$ cat src/rtl/fx2_pkg.sv
// Shared FX2 slave-FIFO definitions: endpoint addresses, read FSM
// state encodings and the byte/bit-counter widths used by the streamer.
package fx2_pkg;

  localparam int unsigned BYTE_W = 8;
  localparam int unsigned CNT_W  = 3;

  localparam logic [1:0] FIFO_EP2 = 2'b00;
  localparam logic [1:0] FIFO_EP6 = 2'b10;

  typedef enum logic [1:0] {
    ST_IDLE   = 2'd0,
    ST_SELECT = 2'd1,
    ST_READ   = 2'd2
  } fsm_state_t;

endpackage

$ cat src/rtl/byte_serializer.sv
// Byte serializer: shifts bytes out MSB first, one bit per clock.
// Ports:
//   clk, reset_n  - clock, async active-low reset
//   hold_data     - byte waiting in the hold register
//   hold_full     - hold register contains a byte
//   load_c        - combinational: this edge takes hold_data into the shifter
//   data_out      - serial bit (0 when not valid)
//   data_valid    - data_out carries a real bit
//   underrun      - one-cycle pulse when the stream stops for lack of data
module byte_serializer
  import fx2_pkg::*;
(
  input  logic              clk,
  input  logic              reset_n,
  input  logic [BYTE_W-1:0] hold_data,
  input  logic              hold_full,
  output logic              load_c,
  output logic              data_out,
  output logic              data_valid,
  output logic              underrun
);

  logic [BYTE_W-1:0] shift;
  logic [CNT_W-1:0]  cnt;

  // cnt holds the number of bits still to follow the one on data_out,
  // so cnt==0 while the LSB is on the wire: chaining there is gapless.
  assign load_c = hold_full && (!data_valid || (cnt == '0));

  always_ff @(posedge clk or negedge reset_n) begin
    if (!reset_n) begin
      shift      <= '0;
      cnt        <= '0;
      data_out   <= 1'b0;
      data_valid <= 1'b0;
      underrun   <= 1'b0;
    end else begin
      underrun <= 1'b0;
      if (load_c) begin
        data_out   <= hold_data[BYTE_W-1];
        shift      <= {hold_data[BYTE_W-2:0], 1'b0};
        cnt        <= CNT_W'(BYTE_W - 1);
        data_valid <= 1'b1;
      end else if (data_valid && (cnt != '0)) begin
        data_out <= shift[BYTE_W-1];
        shift    <= {shift[BYTE_W-2:0], 1'b0};
        cnt      <= cnt - CNT_W'(1);
      end else if (data_valid) begin
        // LSB done and nothing buffered: stream stops.
        data_out   <= 1'b0;
        data_valid <= 1'b0;
        underrun   <= 1'b1;
      end
    end
  end

endmodule

$ cat src/rtl/fifo_stream_out.sv
// Reads bytes from the FX2 EP2 slave FIFO and streams them out serially.
// Ports:
//   clk, reset_n        - clock, async active-low reset
//   en                  - allow new FX2 reads
//   flaga               - EP2 empty flag, active-low (1 = data available)
//   fdata               - FX2 data bus
//   clk_o               - forwarded interface clock (~clk)
//   faddr               - FIFO select (EP2)
//   sloe, slrd          - FX2 output enable / read strobe, active-low
//   slwr, pkt_end       - unused write-side strobes, held inactive
//   data_out            - serial stream, MSB first
//   data_valid          - data_out carries a real bit
//   underrun            - pulse when a running stream runs dry
module fifo_stream_out
  import fx2_pkg::*;
(
  input  logic              clk,
  input  logic              reset_n,
  input  logic              en,
  input  logic              flaga,
  input  logic [BYTE_W-1:0] fdata,
  output logic              clk_o,
  output logic [1:0]        faddr,
  output logic              sloe,
  output logic              slrd,
  output logic              slwr,
  output logic              pkt_end,
  output logic              data_out,
  output logic              data_valid,
  output logic              underrun
);

  fsm_state_t        state;
  logic              armed;
  logic [BYTE_W-1:0] hold;
  logic              hold_full;
  logic              load_c;

  assign clk_o   = ~clk;
  assign faddr   = FIFO_EP2;
  assign slwr    = 1'b1;
  assign pkt_end = 1'b1;

  // Read FSM; sloe/slrd are registered alongside the state they belong to.
  // armed blocks a SELECT on the first edge after reset release.
  always_ff @(posedge clk or negedge reset_n) begin
    if (!reset_n) begin
      state <= ST_IDLE;
      sloe  <= 1'b1;
      slrd  <= 1'b1;
      armed <= 1'b0;
    end else begin
      armed <= 1'b1;
      case (state)
        ST_IDLE: begin
          if (armed && en && flaga && !hold_full) begin
            state <= ST_SELECT;
            sloe  <= 1'b0;
            slrd  <= 1'b1;
          end else begin
            state <= ST_IDLE;
            sloe  <= 1'b1;
            slrd  <= 1'b1;
          end
        end
        ST_SELECT: begin
          state <= ST_READ;
          sloe  <= 1'b0;
          slrd  <= 1'b0;
        end
        ST_READ: begin
          state <= ST_IDLE;
          sloe  <= 1'b1;
          slrd  <= 1'b1;
        end
        default: begin
          state <= ST_IDLE;
          sloe  <= 1'b1;
          slrd  <= 1'b1;
        end
      endcase
    end
  end

  // Hold register: a capture at the READ closing edge wins over a
  // simultaneous load into the shifter, which still takes the old value.
  always_ff @(posedge clk or negedge reset_n) begin
    if (!reset_n) begin
      hold      <= '0;
      hold_full <= 1'b0;
    end else if (state == ST_READ) begin
      hold      <= fdata;
      hold_full <= 1'b1;
    end else if (load_c) begin
      hold_full <= 1'b0;
    end
  end

  byte_serializer u_ser (
    .clk        (clk),
    .reset_n    (reset_n),
    .hold_data  (hold),
    .hold_full  (hold_full),
    .load_c     (load_c),
    .data_out   (data_out),
    .data_valid (data_valid),
    .underrun   (underrun)
  );

endmodule

$ cat config.mk
export PLATFORM = sky130hd
export DESIGN_NAME = fifo_stream_out
export DESIGN_NICKNAME = d
export VERILOG_FILES = /design/src/rtl/fx2_pkg.sv /design/src/rtl/byte_serializer.sv /design/src/rtl/fifo_stream_out.sv
export SDC_FILE = /design/constraint.sdc
export NUM_CORES = 1
export LEC_CHECK = 0
export CAP_MARGIN = 20
export CORE_ASPECT_RATIO = 1.5
export CORE_UTILIZATION = 54
export DETAILED_ROUTE_END_ITERATION = 7
export GPL_TIMING_DRIVEN = 0
export PLACE_DENSITY = 0.82
export SKIP_LAST_GASP = 1
export SYNTH_ARGS = -nofsm -noshare
export SYNTH_HDL_FRONTEND = slang
export SYNTH_HIERARCHICAL = 1
export SYNTH_SLANG_ARGS = --single-unit
$ cat constraint.sdc
create_clock -name clk -period 3.9 [get_ports clk]
set_input_delay 0.585 -clock clk [delete_from_list [all_inputs] [get_ports clk]]
set_output_delay 0.585 -clock clk [all_outputs]
set_load 0.02 [all_outputs]
==> results.toml, run 1 <==
[clock_tree]
clk_pin_slew_ps = 140
cts_resized = 0
root_buffer = "clkbuf_4"
hold_buffers = 0
h-tree-depth = 1
postCtsSetupBuffers = 0
clk_path_buf_depth = 2
cts_buffers = 3
tritoncts = "done"
clk_latency_ps = 340

[route]
ant_nets = 0
first_pass_iters = 4
drc = 0
wl_um = 1780
drt_iter0_drc = 5
vias = 720
avgViaCountPerCell = 5.14
wl_per_cell_um = 12.7

[timing]
grt_setup_unrepaired = "false"
setup_viol = 0
maxSlewViolCount = 0
hold_viol_final = 0
fin_skew_ps = 15.2
setup_tns_ps = 0

[yosys]
async_reset_ff_share_pct = 100
syn_inst = 93
synth_area_um2 = 1190
synth_edf_count = 0
synth_cell_types = 24
synth_area_per_cell_um2 = 12.8
synth_flop_cell = "dfrtp_1"
synth.largest_area_cell = "dfrtp_1"
synth-seq-area-share_pct = 57.2
synth.most_common_cell = "dfrtp_1"
netlist_top_cells_area = "dfrtp_1 53%, mux2_4 10%, mux2i_1 5.9%, dfstp_2 4.4%, buf_4 3.8%"
ys_warn_count = 6
synth.top_cell.area_share_pct = 52.7
synth_common_cells = "25 x dfrtp_1, 8 x mux2_4, 7 x mux2i_1, 7 x nand2_1"
ys_ff_latch = 27

[layout]
fin_area_um2 = 1470
diodes = 0
nNetsFinal = 133
drive_gt1_share_pct = 22.9
area_growth_pct = 23.9
fin_util_pct = 71.6
instances_no_fill = 140

[grt]
grt_max_degree = 21
antenna_found_initial = 0
grt_pass1_wl_um = 2840
grtUsageTotal_pct = 17.5
grt_pass1_vias = 681
gr-total-overflow = 0

[setup_path]
cpMostUsedCell = "clkbuf_4"
crit_chain = "clkbuf_4 -> clkbuf_4 -> inv_1 -> clkdlybuf4s50_1"
cpPeakStageDelay_ps = 590
path_class = "clock port to output pin"
crit_path_end_kind = "output pin"
crit_fanout = 16
critical_path_arrival_ps = 2940
cpMaxStageDelayCell = "clkdlybuf4s50_1"
worstSetupStartpoint = "clk"
critical_path_required_ps = 3310
start_kind = "clock port"
crit-reg2reg-launch = "u_ser/cnt[0]"

[pwr]
leakagePower_nw = 0.702
irDropWorstVdd_v = 0.000392
powerDensity_nw_per_um2 = 705
power_mw = 1.04

[outcome]
status = "complete, no violations"

[place]
placed_cell_area_um2 = 1420
gp_congestion = 0.675
io_buffers = 17
dp_hpwl_um = 1330
place_inst = 136

[die]
die_height_um = 59.4
initial_core_util_pct = 57.8
fp.dieArea_um2 = 2390
die_w_um = 40.3
io-pin-count = 22
num_rows = 20
core_um2 = 2050

[run]
cap_viol_max_count = 0

[worst_hold_path]
hold_path.class = "register to register"
hp-start = "u_ser/cnt[0]"
-- routing by layer --
metal	GRT usage [%]	wire length (um)	share of wire (%)
met2	30.0	911	51
met1	20.4	791	44
met4	8.57	31	1.7
met5	0	0	0
met3	2.26	49	2.7
-- cell families after synthesis --
kind of cell	after synthesis	share of synthesized area [%]
AOI/OAI and AO/OA	12	5.91
adders and majority gates	2	2.11
buffers and inverters	15	8.02
DFF	27	57.2
muxes	15	16.0
other	2	0.633
and+or+nand+nor	20	10.1
-- flip-flops by register name, indices dropped and copies added (netlist names) --
name              count
hold                  8
u_ser/shift           7
u_ser/cnt             3
state                 2
armed                 1
hold_full             1
sloe                  1
slrd                  1
u_ser/data_out        1
u_ser/data_valid      1
u_ser/underrun        1
-- path summary, 6_finish.rpt --
| kind | to | slack (ps) | cells past startpoint |
|---|---|---|---|
| setup / recovery | clk_o | 380 | 4 |
| hold / removal | u_ser/cnt[0] | 480 | 1 |
| setup reg to reg | u_ser/shift[3] | 2450 | 7 |
| hold reg to reg | u_ser/cnt[0] | 480 | 1 |
| max in group asynchronous | slrd | 2820 | 2 |
| min in group asynchronous | hold[1] | 560 | 1 |
-- per-stage QoR --
stage / setup slack [ps] / hold slack (ps)
after global routing: 339 / 521
after CTS: 361 / 487
after global placement: 756 / 457
after floorplan: 1240 / 289
after detailed placement: 756 / 470
final: 379 / 484
-- placed cells by master (no fill, tap or decap), drive strengths merged, types with 4 or more instances in the layout --
cell | synthesis | final
buf | 9 | 10
clkbuf | 0 | 4
clkdlybuf4s50 | 0 | 17
conb | 2 | 5
dfrtp | 25 | 25
inv | 6 | 6
mux2 | 8 | 8
mux2i | 7 | 7
nand2 | 7 | 7
nor2b | 4 | 4
o21ai | 6 | 6
-- cell type report --
class | count | area, um^2
plain buffers | 9 | 72.6
clock buffers | 5 | 57.6
clock inverters | 1 | 3.75
fillers | 148 | 582
inverters | 5 | 18.8
multi-input cells | 54 | 424
flip-flops and latches | 27 | 678
well taps | 22 | 27.5
repair buffers | 17 | 188
-- where the power goes --
group	switching, mW	leakage, nW	internal (mW)
registers	0.0619	0.334	0.384
clock network	0.106	0.0354	0.0975
logic	0.173	0.333	0.214
total	0.341	0.702	0.696
-- critical path, delay by kind of cell --
kind     cells  cell delay [ps]
buf+inv      4              990
Note: power is estimated with default switching activity, not from simulation.
==> run 2, diff against run 1 <==
--- a/config.mk
+++ b/config.mk
@@ -9,6 +9,7 @@
 export CORE_ASPECT_RATIO = 1.5
 export CORE_UTILIZATION = 54
 export DETAILED_ROUTE_END_ITERATION = 7
+export GPL_ROUTABILITY_DRIVEN = 0
 export GPL_TIMING_DRIVEN = 0
 export PLACE_DENSITY = 0.82
 export SKIP_LAST_GASP = 1
==> results of run 2 <==
Final layout, timing and power as in run 1 (identical DEF).
